### src/rtl/pipe_ctrl_pkg.sv
// Shared types and constants for the pipeline hazard/redirect controller.
// Optional performance counters are enabled by defining PIPE_PERF_EN.
package pipe_ctrl_pkg;

    typedef enum logic [1:0] {
        RUN           = 2'd0,
        MEM_WAIT      = 2'd1,
        TRAP_FLUSH    = 2'd2,
        TRAP_REDIRECT = 2'd3
    } pipe_state_e;

    typedef enum logic {
        CAUSE_EXT      = 1'b0,
        CAUSE_MEM_TOUT = 1'b1
    } trap_cause_e;

    // Canonical NOP (addi x0, x0, 0) loaded into flushed pipeline buffers.
    localparam logic [31:0] NOP_INST = 32'h00000013;

endpackage

### src/rtl/pipe_perf_cnt.sv
// Wrap-around event counters for stalls, flushes and trap entries.
// Instantiated by pipe_ctrl only when PIPE_PERF_EN is defined.
module pipe_perf_cnt #(
    parameter int CNT_W = 32
) (
    input  logic             clk,
    input  logic             rst,
    input  logic             stall_ev,
    input  logic             flush_ev,
    input  logic             trap_ev,
    output logic [CNT_W-1:0] stall_cnt,
    output logic [CNT_W-1:0] flush_cnt,
    output logic [CNT_W-1:0] trap_cnt
);

    always_ff @(posedge clk) begin
        if (rst) begin
            stall_cnt <= '0;
            flush_cnt <= '0;
            trap_cnt  <= '0;
        end else begin
            if (stall_ev) stall_cnt <= stall_cnt + 1'b1;
            if (flush_ev) flush_cnt <= flush_cnt + 1'b1;
            if (trap_ev)  trap_cnt  <= trap_cnt + 1'b1;
        end
    end

endmodule

### src/rtl/pipe_ctrl.sv
// Hazard and redirect controller for the 3-stage F / DE / W pipeline.
// Define PIPE_PERF_EN to add the stall/flush/trap performance counters.
module pipe_ctrl
    import pipe_ctrl_pkg::*;
#(
    parameter int XLEN     = 32,
    parameter int MAX_WAIT = 16,
    parameter int CNT_W    = 32
) (
    input  logic            clk,
    input  logic            rst,
    input  logic            br_taken_d,
    input  logic [XLEN-1:0] br_target_d,
    input  logic            mret_d,
    input  logic [XLEN-1:0] mepc,
    input  logic            dmem_busy,
    input  logic            trap_req,
    input  logic [XLEN-1:0] trap_vec,
    output logic            stall_pc,
    output logic            stall_fd,
    output logic            flush_fd,
    output logic            flush_dw,
    output logic            pc_redirect,
    output logic [XLEN-1:0] pc_target,
    output logic            trap_ack,
    output logic            trap_cause,
    output pipe_state_e     dbg_state
`ifdef PIPE_PERF_EN
    ,
    output logic [CNT_W-1:0] stall_cnt,
    output logic [CNT_W-1:0] flush_cnt,
    output logic [CNT_W-1:0] trap_cnt
`endif
);

    localparam int WAIT_W = $clog2(MAX_WAIT + 1);
    localparam logic [WAIT_W-1:0] WAIT_MAX  = WAIT_W'(MAX_WAIT);
    localparam logic [WAIT_W-1:0] WAIT_LAST = WAIT_W'(MAX_WAIT - 1);

    pipe_state_e       state;
    logic [WAIT_W-1:0] wait_cnt;
    trap_cause_e       cause_q;

    logic            br_any;
    logic [XLEN-1:0] br_tgt;

    // mret wins over a branch resolved in the same cycle.
    assign br_any = mret_d | br_taken_d;
    assign br_tgt = mret_d ? mepc : br_target_d;

    assign dbg_state = state;

    always_ff @(posedge clk) begin
        if (rst) begin
            state    <= RUN;
            wait_cnt <= '0;
            cause_q  <= CAUSE_EXT;
        end else begin
            case (state)
                RUN: begin
                    if (dmem_busy) begin
                        state    <= MEM_WAIT;
                        wait_cnt <= WAIT_W'(1);
                    end else if (trap_req) begin
                        state   <= TRAP_FLUSH;
                        cause_q <= CAUSE_EXT;
                    end
                end
                MEM_WAIT: begin
                    if (!dmem_busy) begin
                        state    <= RUN;
                        wait_cnt <= '0;
                    end else begin
                        if (wait_cnt != WAIT_MAX) wait_cnt <= wait_cnt + 1'b1;
                        if (wait_cnt >= WAIT_LAST) begin
                            state   <= TRAP_FLUSH;
                            cause_q <= CAUSE_MEM_TOUT;
                        end
                    end
                end
                TRAP_FLUSH: begin
                    state <= TRAP_REDIRECT;
                end
                TRAP_REDIRECT: begin
                    state    <= RUN;
                    wait_cnt <= '0;
                end
                default: begin
                    state <= RUN;
                end
            endcase
        end
    end

    always_comb begin
        stall_pc    = 1'b0;
        stall_fd    = 1'b0;
        flush_fd    = 1'b0;
        flush_dw    = 1'b0;
        pc_redirect = 1'b0;
        pc_target   = '0;
        trap_ack    = 1'b0;
        trap_cause  = 1'b0;
        case (state)
            RUN: begin
                if (dmem_busy) begin
                    stall_pc = 1'b1;
                    stall_fd = 1'b1;
                end else if (!trap_req && br_any) begin
                    flush_fd    = 1'b1;
                    pc_redirect = 1'b1;
                    pc_target   = br_tgt;
                end
            end
            MEM_WAIT: begin
                // On the release cycle the D/E stage unfreezes, so its branch is acted on now.
                if (dmem_busy) begin
                    stall_pc = 1'b1;
                    stall_fd = 1'b1;
                end else if (br_any) begin
                    flush_fd    = 1'b1;
                    pc_redirect = 1'b1;
                    pc_target   = br_tgt;
                end
            end
            TRAP_FLUSH: begin
                flush_fd = 1'b1;
                flush_dw = 1'b1;
                stall_pc = 1'b1;
            end
            TRAP_REDIRECT: begin
                pc_redirect = 1'b1;
                pc_target   = trap_vec;
                trap_ack    = 1'b1;
                trap_cause  = cause_q;
            end
            default: begin
                stall_pc = 1'b0;
            end
        endcase
    end

`ifdef PIPE_PERF_EN
    pipe_perf_cnt #(
        .CNT_W(CNT_W)
    ) u_perf (
        .clk      (clk),
        .rst      (rst),
        .stall_ev (stall_fd),
        .flush_ev (flush_fd),
        .trap_ev  (trap_ack),
        .stall_cnt(stall_cnt),
        .flush_cnt(flush_cnt),
        .trap_cnt (trap_cnt)
    );
`endif

endmodule

### config.mk
export PLATFORM = sky130hd
export DESIGN_NAME = pipe_ctrl
export DESIGN_NICKNAME = d
export VERILOG_FILES = /design/src/rtl/pipe_ctrl_pkg.sv /design/src/rtl/pipe_perf_cnt.sv /design/src/rtl/pipe_ctrl.sv
export SDC_FILE = /design/constraint.sdc
export NUM_CORES = 1
export LEC_CHECK = 0
export CAP_MARGIN = 0
export CORE_MARGIN = 5
export CORE_UTILIZATION = 33
export CTS_BUF_LIST = sky130_fd_sc_hd__clkbuf_16
export DETAILED_ROUTE_END_ITERATION = 10
export PLACE_DENSITY_LB_ADDON = 0.08
export SYNTH_ARGS = -nofsm -noshare
export SYNTH_HDL_FRONTEND = slang
export SYNTH_SLANG_ARGS = --single-unit
export TNS_END_PERCENT = 10
### constraint.sdc
create_clock -name clk -period 5.1 [get_ports clk]
set_input_delay 1.275 -clock clk [delete_from_list [all_inputs] [get_ports clk]]
set_output_delay 1.275 -clock clk [all_outputs]
set_load 0.005 [all_outputs]
==> metrics.txt <==
Root Driver=clkbuf_16; Die W=77.5 µm; kind of critical path=in2out; Slew Limit Fails=0; n_diodes=0; DRT Pass-1 Iters=4; grt ovf=0; syn nets=320; fin crit period=4.49 ns; Vias=2136; postcts setup bufs=0; initial core utilization=34.3%; Core Util, Final=68.1%; vias in the first global route=1972; library cells used by synthesis=37; layout cells sized above 1=14.6%; WL per Instance=17.1 µm; max-cap violations=0; antenna viol nets, final=0; dpl hpwl=5010 µm; final setup fails=0; syn_area_per_cell=7.00 µm²; # IOs=143; Non-Filler Cell Area, Final=2990 µm²; Area growth syn-to-layout=98.6%; placeable core area=4380 µm²; setup TNS=0 ns; Worst setup EP type=output pin; final wirelength=6730 µm; 1st-iter DRT viols=75; Worst VDD drop=0.000193 V; Cell Rows=24; CTS clk-pin slew, worst paths=0.04 ns; via density per instance=5.42; Leakage=1.08 nW; RePlAce Congestion=0.830; die height=77.5 µm; largest net degree at the start of global routing=45; Placed Area=2910 µm²; status=finished clean; synth warn=0; Worst Hold Class=reg2reg; clk_skew=0.000938 ns; gr usage total=20.2%; CTS Hold Buffers Added=0; Seq/Total Area, Yosys=10.6%; synthesized cell area=1500 µm²; post-cts resize count=0; initial antenna violation count=0; PnR worst setup slack=0.606 ns; first-pass GRT wire length=10300 µm; fmax=0.223 GHz; Post-Synthesis Cells=215; die area=6010 µm²; CTS Sinks=8; Residual DRC=0; CTS tree=yes; critical path launch point type=input pin; Max clock buf depth=2; Worst-Margin Slew=0.698 ns; Hold Fails Final Rpt=0; H-Tree Depth=1; Power Density=145 nW/µm²; Worst slew margin=53.2%; Setup WS pre-CTS=0.588 ns; Final period util=88.1%; worst path required time=3.83 ns; TritonCTS buffer count=3; post-synthesis register bit count=8; Worst EP arrival=3.22 ns; Port Buffer Count=142; crit path max fanout=33; Clk Latency, worst-skew pair=0.23 ns; nets@finish=449; RSZ-0062 raised after global routing=no; hold_ws=0.491 ns
[path summary, 6_finish.rpt]
path         slack [ns]            end  cells after the start   startpoint
max                0.61  pc_target[14]                      5       mret_d
max reg2reg        3.36   dbg_state[0]                      6  wait_cnt[1]
min                0.49        cause_q                      2      cause_q
min reg2reg        0.49        cause_q                      2      cause_q
[through the flow]
step	total power [W]	std cells
global route	0.000454	394
detailed placement	0.000302	391
finish	0.000433	394
global placement	0.000301	391
floorplan	0.000160	215
CTS	0.000436	394
[critical path, cell delays in order]
cell and delay, ns:
clkdlybuf4s50_1 0.49, or2_2 0.53, nand4_1 0.17, a21oi_1 0.22, clkdlybuf4s50_1 0.53
[cell usage after synthesis (all sizes together)]
cell / n / area, µm²
nand4: 34 / 213
o211ai: 1 / 7.51
mux2: 32 / 360
buf: 18 / 110
inv: 7 / 26.3
and4: 1 / 10.0
ha: 3 / 37.5
nand3b: 3 / 22.5
nand2: 33 / 124
a32o: 1 / 10.0
nor3b: 2 / 15.0
a31oi: 3 / 18.8
or4: 1 / 7.51
o21ai: 2 / 10.0
xnor2: 1 / 8.76
a211o: 1 / 8.76
and3: 2 / 13.8
nand4bb: 1 / 11.3
and2: 1 / 6.26
and4bb: 1 / 16.3
dfxtp: 8 / 160
o31ai: 3 / 22.5
and3b: 1 / 8.76
nor2: 4 / 15.0
or3: 2 / 12.5
nand2b: 3 / 18.8
clkbuf: 7 / 26.3
nand3: 1 / 5.00
o311ai: 1 / 8.76
or2: 2 / 12.5
a21oi: 34 / 170
nor2b: 1 / 6.26
[state kept, by name, summed over array words and instances (netlist names)]
signal     count
wait_cnt       5
dbg_state      2
cause_q        1
[power by group]
part	total, W	internal (W)	switching, W
clock	0.000132	0.000101	0.0000306
sequential	0.0000695	0.0000653	0.00000422
combinational	0.000232	0.000151	0.0000817
total	0.000433	0.000317	0.000117
[cell type report]
type                    count  area [µm²]
well taps                  52        65.1
repair buffers            149        1470
inverters                   7        26.3
flip-flops and latches      8         160
fillers                   399        1400
multi-input cells         175        1190
clock buffers               3        75.1
[layer usage]
metal | share of wire, % | vias to the layer above | global-route usage [%]
met5 | 0 | - | 0
met4 | 1.0 | 0 | 3.78
met3 | 8.1 | 6 | 5.32
met2 | 48 | 107 | 35.2
met1 | 43 | 972 | 25.1
li1 | - | 1051 | -
[logic make-up after synthesis]
logic type,after synthesis,share of synthesized area [%]
compound gates,46,17.1
xor+xnor,1,0.582
fa+ha+maj,3,2.50
buf+inv,32,10.8
flops,8,10.6
mux,32,24.0
simple gates,93,34.4
[placed cells by master (no fill, tap or decap), drive strengths merged, types with 3 or more instances in the layout]
master         netlist  final
clkdlybuf4s50        0    142
dfxtp                8      8
clkbuf               7      3
inv                  7      7
nand4               34     34
nand3b               3      3
a21oi               34     34
a31oi                3      3
nand2b               3      3
nor2                 4      4
ha                   3      3
o31ai                3      3
nand2               33     33
mux2                32     32
buf                 18      7
Power figures use the tool's default switching activity.
